$ cat src/rtl/control_sequencer_pkg.sv
// Shared definitions for the CPU control unit: opcodes, ALU codes, FSM states,
// instruction classes and the datapath strobe bundle.
package cpu_pkg;

  localparam logic [4:0] OP_LD   = 5'b00000;
  localparam logic [4:0] OP_LDI  = 5'b00001;
  localparam logic [4:0] OP_ST   = 5'b00010;
  localparam logic [4:0] OP_ADD  = 5'b00011;
  localparam logic [4:0] OP_SUB  = 5'b00100;
  localparam logic [4:0] OP_AND  = 5'b00101;
  localparam logic [4:0] OP_OR   = 5'b00110;
  localparam logic [4:0] OP_SHR  = 5'b00111;
  localparam logic [4:0] OP_SHL  = 5'b01000;
  localparam logic [4:0] OP_ADDI = 5'b01100;
  localparam logic [4:0] OP_ANDI = 5'b01101;
  localparam logic [4:0] OP_ORI  = 5'b01110;
  localparam logic [4:0] OP_MUL  = 5'b01111;
  localparam logic [4:0] OP_DIV  = 5'b10000;
  localparam logic [4:0] OP_BR   = 5'b10010;
  localparam logic [4:0] OP_NOP  = 5'b11010;
  localparam logic [4:0] OP_HALT = 5'b11011;

  typedef enum logic [3:0] {
    ALU_ADD = 4'd0,
    ALU_SUB = 4'd1,
    ALU_AND = 4'd2,
    ALU_OR  = 4'd3,
    ALU_SHR = 4'd4,
    ALU_SHL = 4'd5,
    ALU_MUL = 4'd6,
    ALU_DIV = 4'd7
  } alu_op_e;

  typedef enum logic [3:0] {
    FETCH0 = 4'd0,
    FETCH1 = 4'd1,
    FETCH2 = 4'd2,
    EX0    = 4'd3,
    EX1    = 4'd4,
    EX2    = 4'd5,
    EX3    = 4'd6,
    EX4    = 4'd7,
    HALT   = 4'd8
  } state_e;

  typedef enum logic [3:0] {
    CLS_NOP    = 4'd0,
    CLS_ALU    = 4'd1,
    CLS_IMM    = 4'd2,
    CLS_LD     = 4'd3,
    CLS_LDI    = 4'd4,
    CLS_ST     = 4'd5,
    CLS_BR     = 4'd6,
    CLS_MULDIV = 4'd7,
    CLS_HALT   = 4'd8
  } instr_class_e;

  typedef struct packed {
    logic pc_out;
    logic pc_in;
    logic inc_pc;
    logic mar_in;
    logic mdr_in;
    logic mdr_out;
    logic ir_in;
    logic y_in;
    logic z_in;
    logic zlow_out;
    logic zhigh_out;
    logic hi_in;
    logic lo_in;
    logic hi_out;
    logic lo_out;
    logic c_out;
    logic ba_out;
    logic gra;
    logic grb;
    logic grc;
    logic r_in;
    logic r_out;
    logic con_in;
    logic read;
    logic write;
  } strobes_t;

endpackage

$ cat src/rtl/control_sequencer_if.sv
// Control-unit <-> datapath bundle: instruction/status inputs and all strobes.
// master = control sequencer, slave = datapath/memory side.
interface control_sequencer_if;
  logic [31:0] ir;
  logic        con_ff;
  logic        mem_done;

  logic PCout, PCin, IncPc, MARin, MDRin, MDRout, IRin, Yin, Zin;
  logic Zlowout, Zhighout, HIin, LOin, HIout, LOout, Cout, BAout;
  logic Gra, Grb, Grc, Rin, Rout, CONin, read, write;

  logic [3:0] control;
  logic       run;
  logic [3:0] state_dbg;

  modport master (
    input  ir, con_ff, mem_done,
    output PCout, PCin, IncPc, MARin, MDRin, MDRout, IRin, Yin, Zin,
    output Zlowout, Zhighout, HIin, LOin, HIout, LOout, Cout, BAout,
    output Gra, Grb, Grc, Rin, Rout, CONin, read, write,
    output control, run, state_dbg
  );

  modport slave (
    output ir, con_ff, mem_done,
    input  PCout, PCin, IncPc, MARin, MDRin, MDRout, IRin, Yin, Zin,
    input  Zlowout, Zhighout, HIin, LOin, HIout, LOout, Cout, BAout,
    input  Gra, Grb, Grc, Rin, Rout, CONin, read, write,
    input  control, run, state_dbg
  );
endinterface

$ cat src/rtl/control_sequencer_opcode_decoder.sv
// Maps the 5-bit opcode to an instruction class and its ALU operation.
// mul/div are recognised only when CU_MULDIV_EN is defined; otherwise they fall to nop.
module opcode_decoder
  import cpu_pkg::*;
(
  input  logic [4:0]   i_opcode,
  output instr_class_e o_class,
  output alu_op_e      o_alu_op
);

  // NOTE: every output gets a default before the case, so no path can infer a latch.
  always_comb begin
    o_class  = CLS_NOP;
    o_alu_op = ALU_ADD;
    case (i_opcode)
      OP_LD:   o_class = CLS_LD;
      OP_LDI:  o_class = CLS_LDI;
      OP_ST:   o_class = CLS_ST;
      OP_ADD:  o_class = CLS_ALU;
      OP_SUB:  begin o_class = CLS_ALU; o_alu_op = ALU_SUB; end
      OP_AND:  begin o_class = CLS_ALU; o_alu_op = ALU_AND; end
      OP_OR:   begin o_class = CLS_ALU; o_alu_op = ALU_OR;  end
      OP_SHR:  begin o_class = CLS_ALU; o_alu_op = ALU_SHR; end
      OP_SHL:  begin o_class = CLS_ALU; o_alu_op = ALU_SHL; end
      OP_ADDI: o_class = CLS_IMM;
      OP_ANDI: begin o_class = CLS_IMM; o_alu_op = ALU_AND; end
      OP_ORI:  begin o_class = CLS_IMM; o_alu_op = ALU_OR;  end
`ifdef CU_MULDIV_EN
      OP_MUL:  begin o_class = CLS_MULDIV; o_alu_op = ALU_MUL; end
      OP_DIV:  begin o_class = CLS_MULDIV; o_alu_op = ALU_DIV; end
`endif
      OP_BR:   o_class = CLS_BR;
      OP_NOP:  o_class = CLS_NOP;
      OP_HALT: o_class = CLS_HALT;
      default: o_class = CLS_NOP;
    endcase
  end

endmodule

$ cat src/rtl/control_sequencer.sv
// Moore control sequencer: fetch/execute FSM driving datapath strobes from state and ir.
// Optional mul/div microcode is enabled by CU_MULDIV_EN (see opcode_decoder).
module control_sequencer
  import cpu_pkg::*;
(
  input  logic                clk,
  input  logic                reset,
  control_sequencer_if.master bus
);

  instr_class_e w_class;
  alu_op_e      w_alu_op;
  alu_op_e      w_control;
  state_e       r_state;
  state_e       w_next;
  strobes_t     w_strb;
  logic         r_fetch1_wait;
  logic         w_unused_ir;

  // Only the opcode field matters here; the offset bits feed the datapath directly.
  assign w_unused_ir = ^bus.ir[26:0];

  opcode_decoder u_opcode_decoder (
    .i_opcode (bus.ir[31:27]),
    .o_class  (w_class),
    .o_alu_op (w_alu_op)
  );

  // NOTE: state registers use non-blocking assignments so every flop samples pre-edge values.
  always_ff @(posedge clk) begin
    if (reset) begin
      r_state       <= FETCH0;
      r_fetch1_wait <= 1'b0;
    end else begin
      r_state       <= w_next;
      r_fetch1_wait <= (r_state == FETCH1) && !bus.mem_done;
    end
  end

  always_comb begin
    w_next    = r_state;
    w_strb    = '0;
    w_control = ALU_ADD;
    case (r_state)
      FETCH0: begin
        w_strb.pc_out = 1'b1;
        w_strb.mar_in = 1'b1;
        w_strb.inc_pc = 1'b1;
        w_strb.z_in   = 1'b1;
        w_next        = FETCH1;
      end
      FETCH1: begin
        w_strb.read   = 1'b1;
        w_strb.mdr_in = 1'b1;
        // The incremented PC is written back once, not on every wait cycle.
        if (!r_fetch1_wait) begin
          w_strb.zlow_out = 1'b1;
          w_strb.pc_in    = 1'b1;
        end
        if (bus.mem_done) w_next = FETCH2;
      end
      FETCH2: begin
        w_strb.mdr_out = 1'b1;
        w_strb.ir_in   = 1'b1;
        w_next         = EX0;
      end
      EX0: begin
        case (w_class)
          CLS_ALU, CLS_IMM: begin
            w_strb.grb   = 1'b1;
            w_strb.r_out = 1'b1;
            w_strb.y_in  = 1'b1;
            w_next       = EX1;
          end
          CLS_LD, CLS_LDI, CLS_ST: begin
            w_strb.grb    = 1'b1;
            w_strb.ba_out = 1'b1;
            w_strb.y_in   = 1'b1;
            w_next        = EX1;
          end
          CLS_BR: begin
            w_strb.gra    = 1'b1;
            w_strb.r_out  = 1'b1;
            w_strb.con_in = 1'b1;
            w_next        = EX1;
          end
          CLS_MULDIV: begin
            w_strb.gra   = 1'b1;
            w_strb.r_out = 1'b1;
            w_strb.y_in  = 1'b1;
            w_next       = EX1;
          end
          CLS_HALT: w_next = HALT;
          default:  w_next = FETCH0;
        endcase
      end
      EX1: begin
        w_next = EX2;
        case (w_class)
          CLS_ALU: begin
            w_strb.grc   = 1'b1;
            w_strb.r_out = 1'b1;
            w_strb.z_in  = 1'b1;
            w_control    = w_alu_op;
          end
          CLS_IMM: begin
            w_strb.c_out = 1'b1;
            w_strb.z_in  = 1'b1;
            w_control    = w_alu_op;
          end
          CLS_LD, CLS_LDI, CLS_ST: begin
            w_strb.c_out = 1'b1;
            w_strb.z_in  = 1'b1;
          end
          CLS_BR: begin
            w_strb.pc_out = 1'b1;
            w_strb.y_in   = 1'b1;
          end
          CLS_MULDIV: begin
            w_strb.grb   = 1'b1;
            w_strb.r_out = 1'b1;
            w_strb.z_in  = 1'b1;
            w_control    = w_alu_op;
          end
          default: w_next = FETCH0;
        endcase
      end
      EX2: begin
        w_next = FETCH0;
        case (w_class)
          CLS_ALU, CLS_IMM, CLS_LDI: begin
            w_strb.zlow_out = 1'b1;
            w_strb.gra      = 1'b1;
            w_strb.r_in     = 1'b1;
          end
          CLS_LD, CLS_ST: begin
            w_strb.zlow_out = 1'b1;
            w_strb.mar_in   = 1'b1;
            w_next          = EX3;
          end
          CLS_BR: begin
            w_strb.c_out = 1'b1;
            w_strb.z_in  = 1'b1;
            w_next       = EX3;
          end
          CLS_MULDIV: begin
            w_strb.zlow_out = 1'b1;
            w_strb.lo_in    = 1'b1;
            w_next          = EX3;
          end
          default: w_next = FETCH0;
        endcase
      end
      EX3: begin
        w_next = FETCH0;
        case (w_class)
          CLS_LD: begin
            w_strb.read   = 1'b1;
            w_strb.mdr_in = 1'b1;
            w_next        = bus.mem_done ? EX4 : EX3;
          end
          CLS_ST: begin
            w_strb.gra    = 1'b1;
            w_strb.r_out  = 1'b1;
            w_strb.mdr_in = 1'b1;
            w_next        = EX4;
          end
          CLS_BR: w_next = EX4;
          CLS_MULDIV: begin
            w_strb.zhigh_out = 1'b1;
            w_strb.hi_in     = 1'b1;
          end
          default: w_next = FETCH0;
        endcase
      end
      EX4: begin
        w_next = FETCH0;
        case (w_class)
          CLS_LD: begin
            w_strb.mdr_out = 1'b1;
            w_strb.gra     = 1'b1;
            w_strb.r_in    = 1'b1;
          end
          CLS_ST: begin
            w_strb.write = 1'b1;
            w_next       = bus.mem_done ? FETCH0 : EX4;
          end
          CLS_BR: begin
            w_strb.zlow_out = bus.con_ff;
            w_strb.pc_in    = bus.con_ff;
          end
          default: w_next = FETCH0;
        endcase
      end
      HALT:    w_next = HALT;
      default: w_next = FETCH0;
    endcase

    // Reset silences the datapath immediately, even in the middle of a memory wait.
    if (reset) begin
      w_strb    = '0;
      w_control = ALU_ADD;
    end
  end

  assign bus.PCout     = w_strb.pc_out;
  assign bus.PCin      = w_strb.pc_in;
  assign bus.IncPc     = w_strb.inc_pc;
  assign bus.MARin     = w_strb.mar_in;
  assign bus.MDRin     = w_strb.mdr_in;
  assign bus.MDRout    = w_strb.mdr_out;
  assign bus.IRin      = w_strb.ir_in;
  assign bus.Yin       = w_strb.y_in;
  assign bus.Zin       = w_strb.z_in;
  assign bus.Zlowout   = w_strb.zlow_out;
  assign bus.Zhighout  = w_strb.zhigh_out;
  assign bus.HIin      = w_strb.hi_in;
  assign bus.LOin      = w_strb.lo_in;
  assign bus.HIout     = w_strb.hi_out;
  assign bus.LOout     = w_strb.lo_out;
  assign bus.Cout      = w_strb.c_out;
  assign bus.BAout     = w_strb.ba_out;
  assign bus.Gra       = w_strb.gra;
  assign bus.Grb       = w_strb.grb;
  assign bus.Grc       = w_strb.grc;
  assign bus.Rin       = w_strb.r_in;
  assign bus.Rout      = w_strb.r_out;
  assign bus.CONin     = w_strb.con_in;
  assign bus.read      = w_strb.read;
  assign bus.write     = w_strb.write;
  assign bus.control   = w_control;
  assign bus.run       = reset || (r_state != HALT);
  assign bus.state_dbg = r_state;

endmodule
$ cat src/flat_wrapper.sv
// flat-port wrapper written by rule: the top's interface ports become plain ports
module control_sequencer_flat import cpu_pkg::*;
  (clk, reset, bus_ir, bus_con_ff, bus_mem_done, bus_PCout, bus_PCin, bus_IncPc, bus_MARin, bus_MDRin, bus_MDRout, bus_IRin, bus_Yin, bus_Zin, bus_Zlowout, bus_Zhighout, bus_HIin, bus_LOin, bus_HIout, bus_LOout, bus_Cout, bus_BAout, bus_Gra, bus_Grb, bus_Grc, bus_Rin, bus_Rout, bus_CONin, bus_read, bus_write, bus_control, bus_run, bus_state_dbg);
  control_sequencer_if bus_i ();
  input  logic clk;
  input  logic reset;
  input wire logic [$bits(bus_i.ir)-1:0] bus_ir;
  input wire logic [$bits(bus_i.con_ff)-1:0] bus_con_ff;
  input wire logic [$bits(bus_i.mem_done)-1:0] bus_mem_done;
  output wire logic [$bits(bus_i.PCout)-1:0] bus_PCout;
  output wire logic [$bits(bus_i.PCin)-1:0] bus_PCin;
  output wire logic [$bits(bus_i.IncPc)-1:0] bus_IncPc;
  output wire logic [$bits(bus_i.MARin)-1:0] bus_MARin;
  output wire logic [$bits(bus_i.MDRin)-1:0] bus_MDRin;
  output wire logic [$bits(bus_i.MDRout)-1:0] bus_MDRout;
  output wire logic [$bits(bus_i.IRin)-1:0] bus_IRin;
  output wire logic [$bits(bus_i.Yin)-1:0] bus_Yin;
  output wire logic [$bits(bus_i.Zin)-1:0] bus_Zin;
  output wire logic [$bits(bus_i.Zlowout)-1:0] bus_Zlowout;
  output wire logic [$bits(bus_i.Zhighout)-1:0] bus_Zhighout;
  output wire logic [$bits(bus_i.HIin)-1:0] bus_HIin;
  output wire logic [$bits(bus_i.LOin)-1:0] bus_LOin;
  output wire logic [$bits(bus_i.HIout)-1:0] bus_HIout;
  output wire logic [$bits(bus_i.LOout)-1:0] bus_LOout;
  output wire logic [$bits(bus_i.Cout)-1:0] bus_Cout;
  output wire logic [$bits(bus_i.BAout)-1:0] bus_BAout;
  output wire logic [$bits(bus_i.Gra)-1:0] bus_Gra;
  output wire logic [$bits(bus_i.Grb)-1:0] bus_Grb;
  output wire logic [$bits(bus_i.Grc)-1:0] bus_Grc;
  output wire logic [$bits(bus_i.Rin)-1:0] bus_Rin;
  output wire logic [$bits(bus_i.Rout)-1:0] bus_Rout;
  output wire logic [$bits(bus_i.CONin)-1:0] bus_CONin;
  output wire logic [$bits(bus_i.read)-1:0] bus_read;
  output wire logic [$bits(bus_i.write)-1:0] bus_write;
  output wire logic [$bits(bus_i.control)-1:0] bus_control;
  output wire logic [$bits(bus_i.run)-1:0] bus_run;
  output wire logic [$bits(bus_i.state_dbg)-1:0] bus_state_dbg;
  assign bus_i.ir = bus_ir;
  assign bus_i.con_ff = bus_con_ff;
  assign bus_i.mem_done = bus_mem_done;
  assign bus_PCout = bus_i.PCout;
  assign bus_PCin = bus_i.PCin;
  assign bus_IncPc = bus_i.IncPc;
  assign bus_MARin = bus_i.MARin;
  assign bus_MDRin = bus_i.MDRin;
  assign bus_MDRout = bus_i.MDRout;
  assign bus_IRin = bus_i.IRin;
  assign bus_Yin = bus_i.Yin;
  assign bus_Zin = bus_i.Zin;
  assign bus_Zlowout = bus_i.Zlowout;
  assign bus_Zhighout = bus_i.Zhighout;
  assign bus_HIin = bus_i.HIin;
  assign bus_LOin = bus_i.LOin;
  assign bus_HIout = bus_i.HIout;
  assign bus_LOout = bus_i.LOout;
  assign bus_Cout = bus_i.Cout;
  assign bus_BAout = bus_i.BAout;
  assign bus_Gra = bus_i.Gra;
  assign bus_Grb = bus_i.Grb;
  assign bus_Grc = bus_i.Grc;
  assign bus_Rin = bus_i.Rin;
  assign bus_Rout = bus_i.Rout;
  assign bus_CONin = bus_i.CONin;
  assign bus_read = bus_i.read;
  assign bus_write = bus_i.write;
  assign bus_control = bus_i.control;
  assign bus_run = bus_i.run;
  assign bus_state_dbg = bus_i.state_dbg;
  control_sequencer u_core (.clk(clk), .reset(reset), .bus(bus_i));
endmodule
$ cat config.mk
export PLATFORM = sky130hd
export DESIGN_NAME = control_sequencer_flat
export DESIGN_NICKNAME = d
export VERILOG_FILES = /design/src/rtl/control_sequencer_pkg.sv /design/src/rtl/control_sequencer_if.sv /design/src/rtl/control_sequencer_opcode_decoder.sv /design/src/rtl/control_sequencer.sv /design/src/flat_wrapper.sv
export SDC_FILE = /design/constraint.sdc
export NUM_CORES = 1
export LEC_CHECK = 0
export CAP_MARGIN = 20
export CORE_AREA = 2 2 44 46
export CTS_BUF_LIST = sky130_fd_sc_hd__clkbuf_16
export DETAILED_ROUTE_END_ITERATION = 10
export DIE_AREA = 0 0 46 48
export DONT_BUFFER_PORTS = 1
export PLACE_DENSITY = 0.72
export REMOVE_ABC_BUFFERS = 1
export SLEW_MARGIN = 20
export SYNTH_ARGS = -nofsm -noshare
export SYNTH_HDL_FRONTEND = slang
export SYNTH_SLANG_ARGS = --single-unit
$ cat constraint.sdc
create_clock -name clk -period 2.8 [get_ports clk]
set_input_delay 0.56 -clock clk [delete_from_list [all_inputs] [get_ports clk]]
set_output_delay 0.56 -clock clk [all_outputs]
set_load 0.1 [all_outputs]
==> results.toml, run 1 <==
[global_routing]
grt_use_total_pct = 41.0
grt_start_max_net_pins = 24
grt_first_pass_wirelength_um = 6420
grt_pass1_vias = 1246
antenna_found_initial = 0
grt_overflow = 0

[detailed_routing]
drc = 0
via_per_inst = 7.22
routedWlPerCell_um = 22.9
ant_nets = 0
wirelength_um = 4190
drt_iter0_drc = 77
vias = 1322
firstDrtPassIters = 4

[finish]
drive_gt1_share_pct = 39.2
antenna_cells = 0
layout_common_cells = "buf_12, nand2_1, nor2_1, buf_4"
final_cells = 183
final_common_cell = "buf_12"
syn_to_final_growth_pct = 63.6
nNetsFinal = 203

[die]
die_y_um = 48
io_pins = 70
fp.dieArea_mm2 = 0.00221
start_util_pct = 57.2
die_w_um = 46
rows = 15
core_area_mm2 = 0.00169

[timing]
setup_tns_ps = 0
finalCritPeriodShare_pct = 98.6
fmax_mhz = 362
period_needed_ps = 2760
max_slew_margin_pct = 47.6
rsz0062_at_grt = "no"
drv_slew = 0
hold_viol_final = 0
skew_ps = 0.620
worst-slew-pin-transition_ps = 785
setup_viol = 0

[setup_path]
critPathRequiredTime_ps = 2240
cp-startpoint = "u_core.bus.state_dbg[0]$_SDFFE_PP0N_"
cp_data_arrival_time_ps = 2200
path_class = "register to primary output"
crit_fanout = 23
critPathCaptureType = "primary output"
r2r-start = "u_core.bus.state_dbg[0]$_SDFFE_PP0N_"
startpoint_type = "register"

[power]
p_per_area_mw_per_mm2 = 382
seq_power_share_pct = 14.2
swShare_pct = 43.7
finalPower_w = 0.000604
power.internal_w = 0.000340
p_leak_nw = 0.600
ir_drop_v = 0.000347
comb_power_share_pct = 46.0
netSwitchingPower_w = 0.000264
pwr-share-clk_pct = 39.8

[synth]
synth.avg_cell_area_um2 = 6.57
ys_seq_area_share_pct = 10.4
synth-seq-cells = 5
synth_flop_cell = "dfxtp_1"
yosysUniqueCellTypes = 49
synth-edff-count = 0
async_reset_ff_share_pct = 0
ys.warnings.count = 0
synth_area_um2 = 966
syn_inst = 147

[place]
dpl.hpwl_um = 2650
dp.cells = 179
place_congestion = 0.875
io_buffers = 0

[clocking]
numCtsBuffers = 3
cts_buffer_depth = 2
clk_pin_slew_worst_paths_ps = 30
clk-insertion-delay-late_ps = 230
cts_sinks = 5
cts-root-buf = "clkbuf_16"
htree_levels = 1
cts_hold_buffers = 0
cts_tree = "yes"

[status]
status = "complete, no violations"

[hold_path]
hp-class = "input port to register"
min_from = "bus_mem_done"

[flow_run]
cap_viol_max_count = 0
-- logic make-up after synthesis --
logic type | after synthesis | share of synthesized area [%]
and+or+nand+nor | 73 | 42.7
buffers and inverters | 25 | 14.4
xor gates and xnor gates | 3 | 2.72
muxes | 1 | 1.17
other | 1 | 0.388
DFF | 5 | 10.4
AOI/OAI and AO/OA | 39 | 28.2
-- per-stage QoR --
stage	utilization, %	instance area [um2]	hold WS [ps]	worst slack, ps
global placement	88.6	1500	578	300
CTS	93.3	1580	410	111
detailed placement	88.6	1500	602	243
global route	93.6	1580	412	25.0
finish	93.6	1580	407	38.3
floorplan	-	865	639	-3810
-- worst max-delay path: stages, from the launching register on --
cell	delay, ps
dfxtp_1	820
nand2_1	240
or2_1	400
nor3_2	250
clkbuf_16	240
-- per-layer routing --
layer | GRT usage [%] | up-vias | part of all wire, %
met2 | 74.2 | 110 | 51
met4 | 16.0 | 0 | 3.2
met5 | 0 | - | 0
met1 | 46.0 | 636 | 37
li1 | - | 562 | -
met3 | 10.2 | 14 | 8.5
-- Yosys cell counts (4+ instances only) --
| cell type | number | area [um2] |
|---|---|---|
| buf_2 | 9 | 45.0 |
| a21oi_1 | 11 | 55.1 |
| dfxtp_1 | 5 | 100 |
| nor2b_1 | 6 | 37.5 |
| nand2_1 | 10 | 37.5 |
| nor3_1 | 10 | 50.1 |
| inv_1 | 5 | 18.8 |
| or3_1 | 6 | 37.5 |
| o21ai_0 | 4 | 20.0 |
| nand3_1 | 4 | 20.0 |
| buf_4 | 7 | 52.6 |
| nor2_1 | 15 | 56.3 |
| nand2b_1 | 5 | 31.3 |
-- power by group through the flow --
stage	Sequential (W)	Clock, W	Combinational, W
5_1_grt	0.0000863	0.000238	0.000287
4_1_cts	0.0000852	0.000236	0.000273
6_report	0.0000858	0.000240	0.000278
2_1_floorplan	0.000103	0	0.000173
3_5_place_dp	0.0000859	0	0.000268
3_3_place_gp	0.0000849	0	0.000260
-- path summary, 6_finish.rpt --
path / to / slack [ps] / cells after the start
max reg2reg: u_core.bus.state_dbg[2]$_SDFFE_PP0N_ / 1040 / 4
max: bus_BAout / 40 / 4
min: u_core.r_fetch1_wait$_SDFF_PP0_ / 410 / 1
min reg2reg: u_core.r_fetch1_wait$_SDFF_PP0_ / 630 / 2
-- sequential cells by signal, summed over array words and instances (netlist names) --
register / cells
u_core.bus.state_dbg: 4
u_core.r_fetch1_wait: 1
-- what timing repair did --
item / 4_1_cts / 5_1_grt
setup buffers: 0 / 0
endpoints found under the setup margin: 0 / 2
gates resized for setup: 0 / 1
-- layout make-up --
| class | count | area (um2) |
|---|---|---|
| Multi-Input combinational cell | 122 | 840 |
| Timing Repair Buffer | 30 | 520 |
| Fill cell | 58 | 109 |
| Sequential cell | 5 | 101 |
| Clock buffer | 3 | 75.1 |
| Tap cell | 17 | 21.3 |
| Inverter | 5 | 18.8 |
| Clock inverter | 1 | 3.75 |
Note: power is estimated with default switching activity, not from simulation.
==> run 2: changes to the inputs <==
--- a/config.mk
+++ b/config.mk
@@ -5,12 +5,14 @@
 export SDC_FILE = /design/constraint.sdc
 export NUM_CORES = 1
 export LEC_CHECK = 0
+export ABC_CLOCK_PERIOD_IN_PS = 2800
 export CAP_MARGIN = 20
 export CORE_AREA = 2 2 44 46
 export CTS_BUF_LIST = sky130_fd_sc_hd__clkbuf_16
 export DETAILED_ROUTE_END_ITERATION = 10
 export DIE_AREA = 0 0 46 48
 export DONT_BUFFER_PORTS = 1
+export MAX_ROUTING_LAYER = met4
 export PLACE_DENSITY = 0.72
 export REMOVE_ABC_BUFFERS = 1
 export SLEW_MARGIN = 20
==> results.toml, run 2 (synthesis results as in run 1) <==
[status]
status = "finished with violations"
violations = "setup timing"

[detailed_routing]
drc = 0
routedWlPerCell_um = 24.1
wirelength_um = 4410
drt_iter0_drc = 125
via_per_inst = 7.51
vias = 1375
ant_nets = 0
firstDrtPassIters = 6

[power]
p_per_area_mw_per_mm2 = 381
p_leak_nw = 0.600
ir_drop_v = 0.000356

[die]
die_w_um = 46
start_util_pct = 57.2
io_pins = 70
fp.dieArea_mm2 = 0.00221
core_area_mm2 = 0.00169
rows = 15
die_y_um = 48

[setup_path]
worstRegToRegCells = 5
path_cells = "nor3b_2, buf_4, nand3_1, a21oi_2, or3_1, buf_12"
worst-path-buf-inv = 2
crit_fanout = 13
critPathRequiredTime_ps = 2240
rrSetupSlack_ps = 1000
cp_data_arrival_time_ps = 2260
path_delay_family = "simple AND/OR/NAND/NOR gates"
r2r-start = "u_core.bus.state_dbg[2]$_SDFFE_PP0N_"
slowest_delay_ps = 620
critical-path-slowest-cell = "dfxtp_1"
r2r-end = "u_core.bus.state_dbg[1]$_SDFFE_PP0N_"
startpoint_type = "register"
critPathCaptureType = "primary output"
path_class = "register to primary output"

[timing]
period_needed_ps = 2820
setup_viol = 1
setup_tns_ps = -20.1
fmax_mhz = 355
worst-slew-pin-transition_ps = 791
hold_viol_final = 0
hold_slack_ps = 407
finalCritPeriodShare_pct = 101
timing.final.ws_setup_ps = -20.1
max_slew_margin_pct = 47.2
skew_ps = 2.42
drv_slew = 0

[place]
dpl.hpwl_um = 2770
place_congestion = 0.890
io_buffers = 0
pre_cts_slack_ps = 222

[hold_path]
hold_depth = 1
worstHoldEndpoint = "u_core.bus.state_dbg[3]$_SDFFE_PP0N_"
hp-class = "input port to register"
min_from = "reset"

[clocking]
postCtsSetupBuffers = 0
cts_tree = "yes"
clk-insertion-delay-late_ps = 230
cts_resized = 0
cts_sinks = 5
clk_pin_slew_worst_paths_ps = 40
cts_hold_buffers = 0
cts_buffer_depth = 2
numCtsBuffers = 3
htree_levels = 1
cts-root-buf = "clkbuf_16"

[finish]
final_common_cell = "buf_12"
antenna_cells = 0
nNetsFinal = 203
largest_reg_flops = 4
drive_gt1_share_pct = 39.2
syn_to_final_growth_pct = 63.6
layout_common_cells = "buf_12, nand2_1, nor2_1, buf_4"

[global_routing]
antenna_found_initial = 0
grt_start_max_net_pins = 24
grt_overflow = 0
grt_pass1_vias = 1309
grt_use_total_pct = 44.4
grt_first_pass_wirelength_um = 6620

[flow_run]
cap_viol_max_count = 0
==> run 2: how the worst max path moves through the flow <==
stage | to | cells past startpoint | startpoint | slack [ps]
floorplan | bus_PCout | 2 | u_core.bus.state_dbg[1]$_SDFFE_PP0N_ | -3810
global placement | bus_PCout | 4 | bus_ir[27] | 300
detailed placement | bus_PCout | 4 | bus_ir[27] | 220
CTS | bus_Zin | 6 | u_core.bus.state_dbg[2]$_SDFFE_PP0N_ | 40
global route | bus_Zin | 6 | u_core.bus.state_dbg[2]$_SDFFE_PP0N_ | -30
finish | bus_Zin | 6 | u_core.bus.state_dbg[2]$_SDFFE_PP0N_ | -20
==> run 2: worst register-to-register path, cell delays in order, from the launching register on <==
cell	delay, ps
dfxtp_1	620
nor3b_2	410
buf_4	210
o2111ai_1	180
o31a_1	200
o21ai_0	90
==> run 2: layer usage <==
layer,vias to the layer above,global-route usage [%],wire length [um]
met5,-,-,0
met3,56,13.6,525
li1,565,-,-
met2,145,69.7,2030
met4,0,31.4,400
met1,609,47.3,1450
==> run 2: power by group <==
| part | total (W) | internal, W | leakage (nW) | switching, W |
|---|---|---|---|---|
| registers | 0.0000860 | 0.0000750 | 0.0413 | 0.0000110 |
| logic | 0.000277 | 0.0000793 | 0.516 | 0.000198 |
| clock network | 0.000238 | 0.000186 | 0.0423 | 0.0000528 |
| total | 0.000602 | 0.000340 | 0.600 | 0.000262 |
==> run 2: layout make-up <==
type | instances | area, um2
inverters | 5 | 18.8
fillers | 51 | 109
well taps | 17 | 21.3
repair buffers | 30 | 520
flip-flops and latches | 5 | 101
clock inverters | 1 | 3.75
multi-input cells | 122 | 840
clock buffers | 3 | 75.1
==> run 2: metrics by stage <==
step                utilization (%)  cell area, um2  total power, W  std cells
floorplan                         -             865        0.000277        132
global placement               88.6            1500        0.000345        179
detailed placement             88.6            1500        0.000355        179
CTS                            93.3            1580        0.000595        183
global route                   93.6            1580        0.000615        183
finish                         93.6            1580        0.000602        183
==> run 3: changes to the inputs <==
--- a/config.mk
+++ b/config.mk
@@ -7,13 +7,15 @@
 export LEC_CHECK = 0
 export ABC_CLOCK_PERIOD_IN_PS = 2800
 export CAP_MARGIN = 20
-export CORE_AREA = 2 2 44 46
+export CELL_PAD_IN_SITES_DETAIL_PLACEMENT = 0
+export CELL_PAD_IN_SITES_GLOBAL_PLACEMENT = 1
+export CORE_AREA = 2 2 51 53
 export CTS_BUF_LIST = sky130_fd_sc_hd__clkbuf_16
 export DETAILED_ROUTE_END_ITERATION = 10
-export DIE_AREA = 0 0 46 48
+export DIE_AREA = 0 0 53 55
 export DONT_BUFFER_PORTS = 1
 export MAX_ROUTING_LAYER = met4
-export PLACE_DENSITY = 0.72
+export PLACE_DENSITY_LB_ADDON = 0.1
 export REMOVE_ABC_BUFFERS = 1
 export SLEW_MARGIN = 20
 export SYNTH_ARGS = -nofsm -noshare
==> results.toml, run 3 (synthesis results as in run 1) <==
[power]
pwr-share-clk_pct = 40.7
comb_power_share_pct = 45.1
swShare_pct = 42.7
ir_drop_v = 0.000409
p_per_area_mw_per_mm2 = 370
netSwitchingPower_w = 0.000254
p_leak_nw = 0.608
finalPower_w = 0.000594
seq_power_share_pct = 14.2
power.internal_w = 0.000341

[finish]
nNetsFinal = 205
syn_to_final_growth_pct = 66.5
multi_input_area_um2 = 835
fin_util_pct = 68.0
layout_common_cells = "buf_12, nand2_1, buf_4"
final_cells = 198
seq_area_um2 = 103
drive_gt1_share_pct = 39.9
final_common_cell = "buf_12"
antenna_cells = 0
num-fill-cells = 202
largest_reg_flops = 4

[setup_path]
startpoint_type = "register"
cp_data_arrival_time_ps = 2000
critPathRequiredTime_ps = 2240
critPathCaptureType = "primary output"
crit_fanout = 14
path_class = "register to primary output"
rrSetupSlack_ps = 1310

[detailed_routing]
drc = 0
via_per_inst = 5.86
routedWlPerCell_um = 16.3
drt_iter0_drc = 26
route.met3.wl_um = 214
firstDrtPassIters = 5
wirelength_um = 3240
m1WireLength_um = 1360
vias = 1160
wl_met2_um = 1590
top_layer = "met4"
ant_nets = 0

[die]
core_area_mm2 = 0.00236
io_pins = 70
die_w_um = 53
die_y_um = 55
fp.dieArea_mm2 = 0.00292
rows = 18
start_util_pct = 40.8

[timing]
setup_viol = 0
timing.final.ws_setup_ps = 236
hold_viol_final = 0
hold_slack_ps = 398
drv_slew = 0
period_needed_ps = 2560
finalCritPeriodShare_pct = 91.6
fmax_mhz = 390
rsz0062_at_grt = "no"
skew_ps = 3.65

[clocking]
clk_pin_slew_worst_paths_ps = 40
cts_buffer_depth = 2
htree_levels = 1
cts_sinks = 5
cts-root-buf = "clkbuf_16"
cts_tree = "yes"
numCtsBuffers = 3
clk-insertion-delay-late_ps = 240
postCtsSetupBuffers = 0
cts_hold_buffers = 0
cts_resized = 0

[place]
pre_cts_slack_ps = 336
place_congestion = 0.866
dpl.hpwl_um = 2370
dp.cells = 194
io_buffers = 0

[hold_path]
hp-class = "input port to register"

[global_routing]
grt_start_max_net_pins = 24
grt_overflow = 0
grt_first_pass_wirelength_um = 5280
grt_pass1_vias = 1105
grt_use_total_pct = 25.4
antenna_found_initial = 0

[status]
status = "complete, no violations"

[flow_run]
cap_viol_max_count = 0
[run 3: worst max-delay path: stages, from the launching register on]
cell	delay, ps
dfxtp_1	310
buf_4	190
nor3b_1	440
nand3_1	280
a21oi_2	200
or3_1	170
buf_12	180
[run 3: per-layer routing]
metal  vias to the layer above  global-route usage (%)
met4                         0                    8.97
met5                         -                       -
met3                         8                    5.91
met2                        55                    39.6
met1                       534                    32.3
li1                        563                       -
[run 3: power groups by stage]
stage          Combinational, W  Clock [W]  Sequential (W)
4_1_cts                0.000269   0.000244       0.0000837
3_3_place_gp           0.000265          0       0.0000847
2_1_floorplan          0.000173          0        0.000103
5_1_grt                0.000280   0.000246       0.0000850
3_5_place_dp           0.000268          0       0.0000847
6_report               0.000268   0.000242       0.0000842
[run 3: final timing paths]
check,startpoint,endpoint,cells after the start
setup / recovery,u_core.bus.state_dbg[2]$_SDFFE_PP0N_,bus_Zin,6
hold reg to reg,u_core.bus.state_dbg[3]$_SDFFE_PP0N_,u_core.bus.state_dbg[3]$_SDFFE_PP0N_,2
hold / removal,bus_mem_done,u_core.r_fetch1_wait$_SDFF_PP0_,1
setup reg to reg,u_core.bus.state_dbg[3]$_SDFFE_PP0N_,u_core.bus.state_dbg[0]$_SDFFE_PP0N_,4
[run 3: metrics by stage]
stage                     cell area (um2)  TNS, ps
after global placement               1530        0
final                                1610        0
after floorplan                       865   -27130
after CTS                            1610        0
after global routing                 1610        0
after detailed placement             1530        0
[run 3: area by class of cell]
cell class / count / area share, %
timing repair buffer: 32 / 33.3
sequential: 5 / 6.38
inverter: 5 / 1.17
multi-input combinational: 122 / 51.9
clock buffer: 3 / 4.67
tap: 30 / 2.33
clock inverter: 1 / 0.233
